`src/rtl/occ_pkg.sv`:
```
// Shared types and default sizing for the on-chip clock controller.
// Holds the controller state enum and the default parameter set.
package occ_pkg;

  typedef enum logic [1:0] {
    IDLE,
    DELAY,
    PULSE,
    DONE
  } occ_state_t;

  localparam int OCC_NUM_CH      = 4;
  localparam int OCC_MAX_PULSES  = 8;
  localparam int OCC_DLY_W       = 4;
  localparam int OCC_SYNC_STAGES = 2;

endpackage

```
`src/rtl/occ_sync.sv`:
```
// Scan-enable synchroniser into fclk with falling-edge detect.
// Ports: fclk, rst (sync, high), se (async) -> se_s, se_fall.
module occ_sync
  import occ_pkg::*;
#(
  parameter int SYNC_STAGES = OCC_SYNC_STAGES
) (
  input  logic fclk,
  input  logic rst,
  input  logic se,
  output logic se_s,
  output logic se_fall
);

  logic [SYNC_STAGES-1:0] sync_q;
  logic                   se_d;

  // Reset to 1: the chain looks like "shifting",
  // so reset release can never fake a capture edge.
  always_ff @(posedge fclk) begin
    if (rst) begin
      sync_q <= '1;
      se_d   <= 1'b1;
    end else begin
      sync_q <= {sync_q[SYNC_STAGES-2:0], se};
      se_d   <= se_s;
    end
  end

  assign se_s    = sync_q[SYNC_STAGES-1];
  assign se_fall = se_d & ~se_s;

endmodule

```
`src/rtl/occ_pulse_ctrl.sv`:
```
// OCC core: launch delay then N at-speed clock-enable pulses per capture.
// Ports: fclk, rst, test_m, se, ch_mask, pulse_cnt, launch_dly -> clk_en, busy, done.
module occ_pulse_ctrl
  import occ_pkg::*;
#(
  parameter int NUM_CH      = OCC_NUM_CH,
  parameter int MAX_PULSES  = OCC_MAX_PULSES,
  parameter int DLY_W       = OCC_DLY_W,
  parameter int SYNC_STAGES = OCC_SYNC_STAGES,
  localparam int CW = $clog2(MAX_PULSES + 1)
) (
  input  logic              fclk,
  input  logic              rst,
  input  logic              test_m,
  input  logic              se,
  input  logic [NUM_CH-1:0] ch_mask,
  input  logic [CW-1:0]     pulse_cnt,
  input  logic [DLY_W-1:0]  launch_dly,
  output logic [NUM_CH-1:0] clk_en,
  output logic              busy,
  output logic              done
);

  localparam logic [CW-1:0]    PMAX = CW'(MAX_PULSES);
  localparam logic [CW-1:0]    PONE = CW'(1);
  localparam logic [DLY_W-1:0] DONE_ = DLY_W'(1);

  occ_state_t        state_q, state_d;
  logic [NUM_CH-1:0] mask_q, mask_d;
  logic [CW-1:0]     pcnt_q, pcnt_d;
  logic [DLY_W-1:0]  dcnt_q, dcnt_d;
  logic [CW-1:0]     pcnt_in;
  logic [NUM_CH-1:0] clk_en_d;
  logic              busy_d, done_d;
  logic              se_s, se_fall;

  occ_sync #(
    .SYNC_STAGES(SYNC_STAGES)
  ) u_sync (
    .fclk   (fclk),
    .rst    (rst),
    .se     (se),
    .se_s   (se_s),
    .se_fall(se_fall)
  );

  assign pcnt_in = (pulse_cnt > PMAX) ? PMAX : pulse_cnt;

  always_ff @(posedge fclk) begin
    if (rst) begin
      state_q <= IDLE;
      mask_q  <= '0;
      pcnt_q  <= '0;
      dcnt_q  <= '0;
      clk_en  <= '0;
      busy    <= 1'b0;
      done    <= 1'b0;
    end else begin
      state_q <= state_d;
      mask_q  <= mask_d;
      pcnt_q  <= pcnt_d;
      dcnt_q  <= dcnt_d;
      clk_en  <= clk_en_d;
      busy    <= busy_d;
      done    <= done_d;
    end
  end

  always_comb begin
    state_d = state_q;
    mask_d  = mask_q;
    pcnt_d  = pcnt_q;
    dcnt_d  = dcnt_q;
    if (!test_m) begin
      state_d = IDLE;
    end else begin
      unique case (state_q)
        IDLE: begin
          if (se_fall) begin
            mask_d  = ch_mask;
            pcnt_d  = pcnt_in;
            dcnt_d  = launch_dly;
            state_d = (pcnt_in == '0) ? DONE : DELAY;
          end
        end
        DELAY: begin
          if (se_s) begin
            state_d = IDLE;
          end else if (dcnt_q > DONE_) begin
            dcnt_d = dcnt_q - 1'b1;
          end else begin
            // zero delay still spends one cycle here
            dcnt_d  = '0;
            state_d = PULSE;
          end
        end
        PULSE: begin
          if (se_s) begin
            state_d = IDLE;
          end else begin
            if (pcnt_q != '0) pcnt_d = pcnt_q - 1'b1;
            if (pcnt_q <= PONE) state_d = DONE;
          end
        end
        DONE: begin
          if (se_s) state_d = IDLE;
        end
        default: state_d = IDLE;
      endcase
    end
  end

  // Outputs registered from next state so they
  // line up with the state they describe.
  always_comb begin
    clk_en_d = '0;
    busy_d   = 1'b0;
    done_d   = 1'b0;
    if (!test_m) begin
      clk_en_d = '1;
    end else begin
      if (state_d == PULSE) clk_en_d = mask_d;
      busy_d = (state_d == DELAY) || (state_d == PULSE);
      done_d = (state_d == DONE);
    end
  end

endmodule

```
`config.mk`:
```
export PLATFORM = sky130hd
export DESIGN_NAME = occ_pulse_ctrl
export DESIGN_NICKNAME = d
export VERILOG_FILES = /design/src/rtl/occ_pkg.sv /design/src/rtl/occ_sync.sv /design/src/rtl/occ_pulse_ctrl.sv
export SDC_FILE = /design/constraint.sdc
export NUM_CORES = 1
export LEC_CHECK = 0
export CAP_MARGIN = 20
export CORE_MARGIN = 10
export CORE_UTILIZATION = 46
export CTS_CLUSTER_DIAMETER = 30
export CTS_CLUSTER_SIZE = 30
export DETAILED_ROUTE_END_ITERATION = 8
export PLACE_DENSITY = 0.82
export SLEW_MARGIN = 20
export SYNTH_ARGS = -nofsm -noshare
export SYNTH_HDL_FRONTEND = slang
export SYNTH_SLANG_ARGS = --single-unit
```
`constraint.sdc`:
```
create_clock -name fclk -period 1.9 [get_ports fclk]
set_clock_uncertainty 0.15 [all_clocks]
set_input_delay 0.19 -clock fclk [delete_from_list [all_inputs] [get_ports fclk]]
set_output_delay 0.19 -clock fclk [all_outputs]
set_load 0.05 [all_outputs]
```
==> results.py <==
metrics = {
    "worst_setup_path": {
        "r2r_slack_ps": 50,
        "worstSetupPathType": "flop to flop",
        "worst-r2r-cell-count": 9,
        "crit_family": "simple AND/OR/NAND/NOR gates",
        "arrival_ps": 1980,
        "r2r_start": "dcnt_q[1]",
        "path_cells": "inv_2, ha_2, or2_4, a41oi_2, o31ai_4, buf_4, inv_2, ha_2, and3b_2",
        "worst_setup_path_end_kind": "flop",
        "regToRegEndpoint": "done",
        "cp.required_ps": 2030,
        "startpoint": "dcnt_q[1]",
        "worst-path-buf-inv": 3,
        "critical-path-max-stage-delay_ps": 360,
        "crit_path_top_delay_cell": "dfxtp_2",
        "worst-path-stages": 9,
        "cp_max_fo": 3,
        "start_kind": "flop",
    },
    "timing": {
        "hold_viol_final": 0,
        "fin_ws_ps": 48.1,
        "setup_viol": 0,
        "fin_crit_sh": 0.975,
        "worstMarginPinSlew_ps": 516,
        "hold_slack_ps": 273,
        "max_freq_ghz": 0.540,
        "finalMaxSlewViolations": 0,
        "tns_ps": 0,
        "rsz0062_at_grt": "yes",
        "finalCriticalPeriod_ps": 1850,
        "max_slew_margin": 0.655,
    },
    "cts": {
        "cts_tree": "yes",
        "cts_sinks": 23,
        "numCtsBuffers": 3,
        "root_buffer": "clkbuf_4",
        "clk_path_buf_depth": 2,
        "cts-hold-fix-buffers": 0,
        "clkLatencyLatePin_ps": 320,
        "cts.clk_slew.worst_paths_ps": 130,
        "cts_max_level": 1,
    },
    "finish": {
        "multi_input_area_um2": 762,
        "fin_area_um2": 1680,
        "fin_nets": 188,
        "n_fill_cell": 204,
        "final_cells": 194,
        "antenna_cells": 0,
        "drive_above_1_share": 0.372,
        "area_growth_syn_to_layout_pct": 38.2,
        "regArea_um2": 467,
    },
    "power_and_ir_drop": {
        "p_clk_frac": 0.259,
        "cell_internal_pwr_mw": 0.664,
        "power_switching_mw": 0.233,
        "vdd_drop_max_mv": 0.486,
        "p_leak_nw": 0.635,
        "p_sw_frac": 0.259,
        "powerDensity_nw_per_um2": 535,
        "seqPwrFrac": 0.564,
        "power.share.combinational": 0.177,
    },
    "hold_path": {
        "hold_depth": 1,
        "holdCritStartpoint": "u_sync.sync_q[0]",
        "hold_end": "u_sync.sync_q[1]",
        "hold_class": "flop to flop",
    },
    "place": {
        "dpl_cell_area_um2": 1570,
        "gp_congestion": 0.821,
        "post-dp-hpwl_um": 2190,
        "numPortBuffers": 21,
        "pre_cts_slack_ps": -148,
        "placedCellCount": 189,
    },
    "yosys": {
        "ys_async_sr_fraction": 0,
        "synthCells": 125,
        "syn-mean-instance-area_um2": 9.70,
        "yosys_register_bits": 23,
        "ys_warn_count": 0,
        "ys_types": 48,
        "syn_area_um2": 1210,
        "synth_nets": 148,
        "synth-edff-count": 0,
        "synth-main-ff-cell": "dfxtp_1",
        "yosysSeqAreaShare": 0.380,
    },
    "floorplanning": {
        "io_pins": 22,
        "placementRows": 18,
        "die-height_um": 71.3,
        "die_x_um": 71.3,
        "dieArea_um2": 5090,
        "core_um2": 2500,
        "start_util": 0.485,
    },
    "flow_run": {
        "maxCapViolCount": 0,
    },
    "global_routing": {
        "grt_overflow": 0,
        "grt_usage": 0.116,
        "grt_pass1_wl_um": 4980,
        "grt_pass1_vias": 1116,
        "antenna_found_initial": 0,
        "grt_max_degree": 13,
    },
    "route": {
        "drc": 0,
        "avgViaCountPerCell": 5.44,
        "dr.first_iter.drc_count": 50,
        "routed_wl_um": 2870,
        "dr.pass1.iters": 4,
        "ant_nets": 0,
        "vias": 1056,
        "wl_per_cell_um": 14.8,
    },
    "status": {
        "outcome": "complete, no violations",
    },
}
[cell usage after synthesis, drive strengths merged (2+ instances only)]
master / n / share of area
mux2i: 5 / 0.041
nor3: 2 / 0.0083
nand2b: 4 / 0.027
o22ai: 4 / 0.021
a21o: 2 / 0.012
nor2b: 5 / 0.026
buf: 3 / 0.026
or2: 4 / 0.021
a31oi: 2 / 0.010
nor3b: 3 / 0.028
o21a: 2 / 0.019
o21ai: 3 / 0.012
dfxtp: 23 / 0.38
a21oi: 3 / 0.012
nand3b: 3 / 0.022
inv: 8 / 0.025
nor2: 16 / 0.050
ha: 7 / 0.072
nor4: 4 / 0.033
clkbuf: 2 / 0.0062
[power by group through the flow]
stage               logic, mW  registers [mW]  clock network, mW
finish                  0.159           0.505              0.233
global route            0.171           0.508              0.260
CTS                     0.154           0.505              0.243
detailed placement      0.149           0.515                  0
global placement        0.146           0.515                  0
floorplan              0.0585           0.530                  0
[how the worst max path moves through the flow]
stage          slack, ps        end
2_1_floorplan         20       busy
3_3_place_gp        -120       busy
3_5_place_dp        -150  clk_en[3]
4_1_cts              0.1       done
5_1_grt              -40       done
6_report              50       done
[metal layers]
layer | global-route usage | vias to the layer above | part of all wire
li1 | - | 527 | -
met1 | 0.136 | 509 | 0.44
met2 | 0.186 | 16 | 0.49
met3 | 0.0331 | 4 | 0.051
met4 | 0.0581 | 0 | 0.019
met5 | 0 | - | 0
[final cells by class]
type	instances	share of cell area
Sequential cell	23	0.279
Tap cell	30	0.0224
Clock buffer	4	0.0157
Inverter	8	0.0179
Timing Repair Buffer	40	0.211
Multi-Input combinational cell	89	0.455
[worst register-to-register path, delay by kind of cell, from the launching register on]
family                     cells  cell delay [ps]
AOI/OAI and AO/OA              2              350
adders and majority gates      2              330
buffers and inverters          3              230
DFF                            1              360
and+or+nand+nor                2              410
[state kept, by name, indices dropped and copies added, names as in the netlist]
signal,cells
pcnt_q,4
u_sync.sync_q,2
state_q,2
dcnt_q,4
done,1
clk_en,4
u_sync.se_d,1
busy,1
mask_q,4
[kinds of logic after synthesis]
family                     after synthesis  share of synthesized area
DFF                                     23                      0.380
buffers and inverters                   13                     0.0568
and+or+nand+nor                         48                      0.263
AOI/OAI and AO/OA                       28                      0.178
adders and majority gates                7                     0.0722
muxes                                    6                     0.0506
[metrics by stage]
stage                      util  total power [mW]
final                     0.670             0.897
after global routing      0.670             0.938
after CTS                 0.651             0.902
after detailed placement  0.628             0.664
after global placement    0.628             0.661
after floorplan               -             0.589
[layout by cell type (no fill, tap or decap), drive strengths merged, types with 2 or more instances in the layout]
| cell type | Yosys | final |
|---|---|---|
| ha | 7 | 7 |
| a21oi | 3 | 3 |
| nor4 | 4 | 4 |
| o21a | 2 | 2 |
| a21o | 2 | 2 |
| buf | 3 | 19 |
| nor2 | 16 | 16 |
| o21ai | 3 | 3 |
| dfxtp | 23 | 23 |
| o22ai | 4 | 4 |
| nand3b | 3 | 3 |
| nor3b | 3 | 3 |
| or2 | 4 | 4 |
| mux2i | 5 | 5 |
| inv | 8 | 8 |
| nor3 | 2 | 2 |
| a31oi | 2 | 2 |
| clkdlybuf4s50 | 0 | 21 |
| nand2b | 4 | 4 |
| nor2b | 5 | 5 |
| clkbuf | 2 | 4 |
[repair_timing]
item | 4_1_cts | 5_1_grt
resized for setup | 11 | 13
buffers inserted | 0 | 1
pin swaps | 4 | 7
setup endpoints to repair | 6 | 6
Power figures use the tool's default switching activity.
